### config.mk
export PLATFORM = sky130hd
export DESIGN_NAME = fetch_unit
export DESIGN_NICKNAME = d
export VERILOG_FILES = /design/src/rtl/fetch_unit_pkg.sv /design/src/rtl/fetch_unit_ir_reg.sv /design/src/rtl/fetch_unit.sv
export SDC_FILE = /design/constraint.sdc
export NUM_CORES = 1
export LEC_CHECK = 0
export ABC_AREA = 1
export BUFFER_PORTS_ARGS = -buffer_cell sky130_fd_sc_hd__buf_2
export CORE_MARGIN = 2
export CORE_UTILIZATION = 49
export CTS_CLUSTER_SIZE = 8
export DETAILED_ROUTE_END_ITERATION = 10
export PLACE_DENSITY = 0.85
export SKIP_LAST_GASP = 1
export SLEW_MARGIN = 20
export SYNTH_ARGS = -nofsm -noshare
export SYNTH_HDL_FRONTEND = slang
export SYNTH_SLANG_ARGS = --single-unit
### constraint.sdc
create_clock -name clk -period 4.4 [get_ports clk]
set_input_delay 0.22 -clock clk [delete_from_list [all_inputs] [get_ports clk]]
set_output_delay 0.22 -clock clk [all_outputs]
set_load 0.005 [all_outputs]
### src/rtl/fetch_unit_pkg.sv
// Shared definitions for the instruction fetch sequencer: word/address widths
// and the fetch FSM state encoding.
package fetch_unit_pkg;

  localparam int WORD_W     = 32;
  localparam int RAM_ADDR_W = 9;
  localparam int WCNT_W     = 8;

  typedef enum logic [2:0] {
    FETCH_IDLE  = 3'd0,
    FETCH_ADDR  = 3'd1,
    FETCH_WAIT  = 3'd2,
    FETCH_LATCH = 3'd3,
    FETCH_INC   = 3'd4
  } fetch_state_e;

endpackage

### src/rtl/fetch_unit_ir_reg.sv
// Load-enabled word register with async clear; used as the instruction
// register here and intended for reuse as the memory data register.
module ir_reg
  import fetch_unit_pkg::*;
#(
  parameter int W = WORD_W
) (
  input  logic         clk_i,
  input  logic         clr_i,
  input  logic         ld_i,
  input  logic [W-1:0] d_i,
  output logic [W-1:0] q_o
);

  always_ff @(posedge clk_i or posedge clr_i) begin
    if (clr_i) begin
      q_o <= '0;
    end else if (ld_i) begin
      q_o <= d_i;
    end
  end

endmodule

### src/rtl/fetch_unit.sv
// Instruction fetch sequencer: captures the PC, reads RAM with a bounded wait,
// loads the instruction register and pulses the PC increment.
//   state | meaning
//   IDLE  | waiting for fetch_req; address captured on accept
//   ADDR  | address settled, read strobe raised next
//   WAIT  | read outstanding, counting toward timeout
//   LATCH | word loaded; held here while stall is high
//   INC   | one-cycle pc_inc pulse, then back to IDLE
module fetch_unit
  import fetch_unit_pkg::*;
#(
  parameter int ADDR_W   = RAM_ADDR_W,
  parameter int MAX_WAIT = 15
) (
  input  logic              clk,
  input  logic              clr,
  input  logic [WORD_W-1:0] pc_q,
  input  logic              fetch_req,
  input  logic              stall,
  input  logic [WORD_W-1:0] mem_rdata,
  input  logic              mem_ready,
  output logic [ADDR_W-1:0] mem_addr,
  output logic              mem_rd,
  output logic [WORD_W-1:0] ir_q,
  output logic              ir_valid,
  output logic              pc_inc,
  output logic              busy,
  output logic              fetch_err
);

  if (MAX_WAIT < 1 || MAX_WAIT > 255) begin : g_max_wait_chk
    $error("fetch_unit: MAX_WAIT must be in 1..255");
  end

  localparam logic [WCNT_W-1:0] MAX_CNT = WCNT_W'(MAX_WAIT);

  fetch_state_e      state_q, state_d;
  logic [ADDR_W-1:0] addr_q, addr_d;
  logic [WCNT_W-1:0] wcnt_q, wcnt_d;
  logic              mem_rd_q, mem_rd_d;
  logic              ir_valid_q, ir_valid_d;
  logic              pc_inc_q, pc_inc_d;
  logic              busy_q, busy_d;
  logic              err_q, err_d;
  logic              ir_ld;

  logic unused_pc_hi;
  assign unused_pc_hi = ^pc_q[WORD_W-1:ADDR_W];

  always_comb begin
    state_d    = state_q;
    addr_d     = addr_q;
    wcnt_d     = wcnt_q;
    mem_rd_d   = mem_rd_q;
    ir_valid_d = 1'b0;
    pc_inc_d   = 1'b0;
    err_d      = err_q;
    ir_ld      = 1'b0;

    unique case (state_q)
      FETCH_IDLE: begin
        if (fetch_req) begin
          state_d = FETCH_ADDR;
          addr_d  = pc_q[ADDR_W-1:0];
          err_d   = 1'b0;
        end
      end
      FETCH_ADDR: begin
        state_d  = FETCH_WAIT;
        mem_rd_d = 1'b1;
        wcnt_d   = '0;
      end
      FETCH_WAIT: begin
        // A ready on the final allowed cycle still wins over the timeout.
        if (mem_ready) begin
          state_d    = FETCH_LATCH;
          ir_ld      = 1'b1;
          ir_valid_d = 1'b1;
          mem_rd_d   = 1'b0;
        end else if (wcnt_q == MAX_CNT) begin
          state_d  = FETCH_IDLE;
          err_d    = 1'b1;
          mem_rd_d = 1'b0;
        end else begin
          wcnt_d = wcnt_q + 1'b1;
        end
      end
      FETCH_LATCH: begin
        if (!stall) begin
          state_d  = FETCH_INC;
          pc_inc_d = 1'b1;
        end
      end
      FETCH_INC: begin
        state_d = FETCH_IDLE;
      end
      default: begin
        state_d  = FETCH_IDLE;
        mem_rd_d = 1'b0;
      end
    endcase

    busy_d = (state_d != FETCH_IDLE);
  end

  always_ff @(posedge clk or posedge clr) begin
    if (clr) begin
      state_q    <= FETCH_IDLE;
      addr_q     <= '0;
      wcnt_q     <= '0;
      mem_rd_q   <= 1'b0;
      ir_valid_q <= 1'b0;
      pc_inc_q   <= 1'b0;
      busy_q     <= 1'b0;
      err_q      <= 1'b0;
    end else begin
      state_q    <= state_d;
      addr_q     <= addr_d;
      wcnt_q     <= wcnt_d;
      mem_rd_q   <= mem_rd_d;
      ir_valid_q <= ir_valid_d;
      pc_inc_q   <= pc_inc_d;
      busy_q     <= busy_d;
      err_q      <= err_d;
    end
  end

  ir_reg #(.W(WORD_W)) u_ir (
    .clk_i (clk),
    .clr_i (clr),
    .ld_i  (ir_ld),
    .d_i   (mem_rdata),
    .q_o   (ir_q)
  );

  assign mem_addr  = addr_q;
  assign mem_rd    = mem_rd_q;
  assign ir_valid  = ir_valid_q;
  assign pc_inc    = pc_inc_q;
  assign busy      = busy_q;
  assign fetch_err = err_q;

endmodule

==> flow_metrics.tcl <==
set metrics [dict create \
    outcome "finished, final reports clean" \
    hold_violations 0 \
    worst_pin_slew_ps 683 \
    cts.sink_count 57 \
    routed_wl_mm 4.99 \
    p_switching_uw 729 \
    fp.dieArea_um2 5530 \
    synth_edf_count 0 \
    irDropWorstVdd_uv 328 \
    grt_pass1_vias 2036 \
    arrival_ps 1830 \
    leakage_uw 0.00181 \
    floorplan.initialDensity 0.511 \
    crit_path_start_kind "flip-flop" \
    synth_cells 285 \
    core_um2 4750 \
    fin_crit_ps 1620 \
    cts_tree "done" \
    grt_pass1_wl_mm 8.63 \
    synth_fp_nets 355 \
    synth_flop_cell "dfrtp_1" \
    internal_power_uw 1250 \
    drc 0 \
    fin_tns_setup_ps 0 \
    root_buffer "clkbuf_8" \
    die_y_um 74.4 \
    postLayoutCoreUtil 0.648 \
    clkPwrFrac 0.204 \
    grt-ovfl-total 0 \
    hpwl_mm 3.44 \
    syn2layout_area_growth_pct 26.9 \
    grt_antenna_before_repair 0 \
    rsz0062_at_grt "no" \
    slew_headroom 0.544 \
    seq_area_frac_synth 0.588 \
    ys_warn_count 0 \
    antenna_cells 0 \
    wire_per_inst_um 11.0 \
    clockBufferDepth 2 \
    drt_iter0_drc 123 \
    synth_seq_cells 57 \
    io_pins 115 \
    clk_latency_ps 320 \
    grt_max_degree 58 \
    p_comb_frac 0.355 \
    port_buffers 91 \
    end_kind "flip-flop" \
    cts-buffers-inserted 9 \
    dr.pass1.iters 4 \
    ys_types 23 \
    slew_violations 0 \
    clk_pin_slew_ps 60 \
    track_usage 0.205 \
    finalSetupViolCount 0 \
    vias 2079 \
    power_density_nw_per_um2 642 \
    p_seq_frac 0.441 \
    fmax_mhz 618 \
    async_reset_ff_frac 1.00 \
    skew_ps 6.11 \
    maxCapViolations 0 \
    place_congestion 0.847 \
    avgSynthCellArea_um2 8.52 \
    cts_setup_buffers 0 \
    period_share 0.368 \
    holdWs_ps 82.2 \
    crit_fanout 9 \
    die_w_um 74.4 \
    hp-class "in -> async" \
    p_sw_frac 0.369 \
    drive_gt1_frac 0.309 \
    ctsHoldBuffers 0 \
    nets 451 \
    worstPathRequired_ps 4610 \
    via_per_inst 4.60 \
    synth.cell_area_um2 2430 \
    antenna_left 0 \
    path_class "reg -> reg" \
    htree_levels 3 \
    cts_resized 0 \
    rows 25 \
]
-- routing by layer --
| layer | GRT usage | vias to the layer above | routed length [µm] |
|---|---|---|---|
| li1 | - | 1064 | - |
| met1 | 0.260 | 945 | 2280 |
| met2 | 0.331 | 63 | 2350 |
| met3 | 0.0650 | 7 | 313 |
| met4 | 0.0794 | 0 | 46 |
| met5 | 0 | - | 0 |
-- power groups by stage --
stage               combinational [µW]  clock (µW)  sequential [µW]
global route                       814         438              894
CTS                                716         418              871
floorplan                          420           0              886
detailed placement                 722           0              867
finish                             702         403              872
global placement                   689           0              869
-- cell usage after synthesis (2+ instances only) --
| library cell | count | area (µm²) |
|---|---|---|
| inv_2 | 3 | 11.3 |
| nor2_1 | 16 | 60.1 |
| buf_2 | 3 | 15.0 |
| dfrtp_1 | 57 | 1430 |
| nand2_1 | 154 | 578 |
| buf_6 | 3 | 33.8 |
| nand4_1 | 2 | 12.5 |
| inv_4 | 2 | 12.5 |
| inv_1 | 12 | 45.0 |
| nand3_1 | 18 | 90.1 |
| nand2_4 | 3 | 33.8 |
-- sequential cells by signal (all words and copies together) (netlist names) --
signal,flops
u_ir.q_o,32
mem_addr,9
wcnt_q,8
state_q,3
busy,1
fetch_err,1
ir_valid,1
mem_rd,1
pc_inc,1
-- cell type report --
class | instances | area, µm²
Clock buffer | 12 | 145
Clock inverter | 3 | 17.5
Multi-Input combinational cell | 204 | 876
Sequential cell | 57 | 1430
Tap cell | 67 | 83.8
Timing Repair Buffer | 92 | 463
Inverter | 17 | 68.8
Fill cell | 415 | 1670
-- critical path: stages (launching register included) --
cell,delay [ps]
dfrtp_1,450
ha_1,250
nand2_1,100
nor2_2,120
nand3_1,170
nand2_4,170
nand2_4,100
nand3_1,90
nand2_1,50
-- cells in the final DEF, fill, tap and decap left out --
cell type     n
a21oi_1       1
a21oi_2       1
buf_2        91
buf_4         1
clkbuf_1      2
clkbuf_8     10
clkinv_2      2
clkinvlp_4    1
dfrtp_1      57
ha_1          1
inv_1        11
inv_2         4
inv_4         2
nand2_1     154
nand2_4       3
nand3_1      18
nand3_2       1
nand3_4       1
nand4_1       2
nor2_1       16
nor2_2        1
nor2_4        1
nor3b_1       1
o21ai_0       1
xnor2_1       1
xor2_1        1
-- through the flow --
stage          cell area, µm²  std cells  worst slack (ps)  power [µW]
3_5_place_dp             2920        437              2780        1590
2_1_floorplan            2430        285              2780        1310
6_report                 3080        452              2780        1980
3_3_place_gp             2920        437              2820        1560
5_1_grt                  3080        452              2640        2150
4_1_cts                  3080        452              2770        2000
-- worst paths after layout --
kind                          startpoint      endpoint  slack [ps]  depth (start not counted)
max in group asynchronous            clr     wcnt_q[6]        3860                          3
min                                  clr  u_ir.q_o[24]          80                          3
max                            wcnt_q[0]     wcnt_q[1]        2780                          8
min in group clk           mem_rdata[26]  u_ir.q_o[26]          80                          3
min reg2reg                  mem_addr[8]   mem_addr[8]         470                          2
max reg2reg                    wcnt_q[0]     wcnt_q[1]        2780                          8
-- kinds of logic (layout without fill, tap and decap cells) --
kind of cell    count (synthesis)  after routing  synth area share
compound gates                  3              3           0.00773
xor+xnor                        2              2           0.00722
fa+ha+maj                       1              1           0.00515
buf+inv                        24            124            0.0515
flops                          57             57             0.588
simple gates                  198            198             0.341
(Power assumes the default switching activity.)
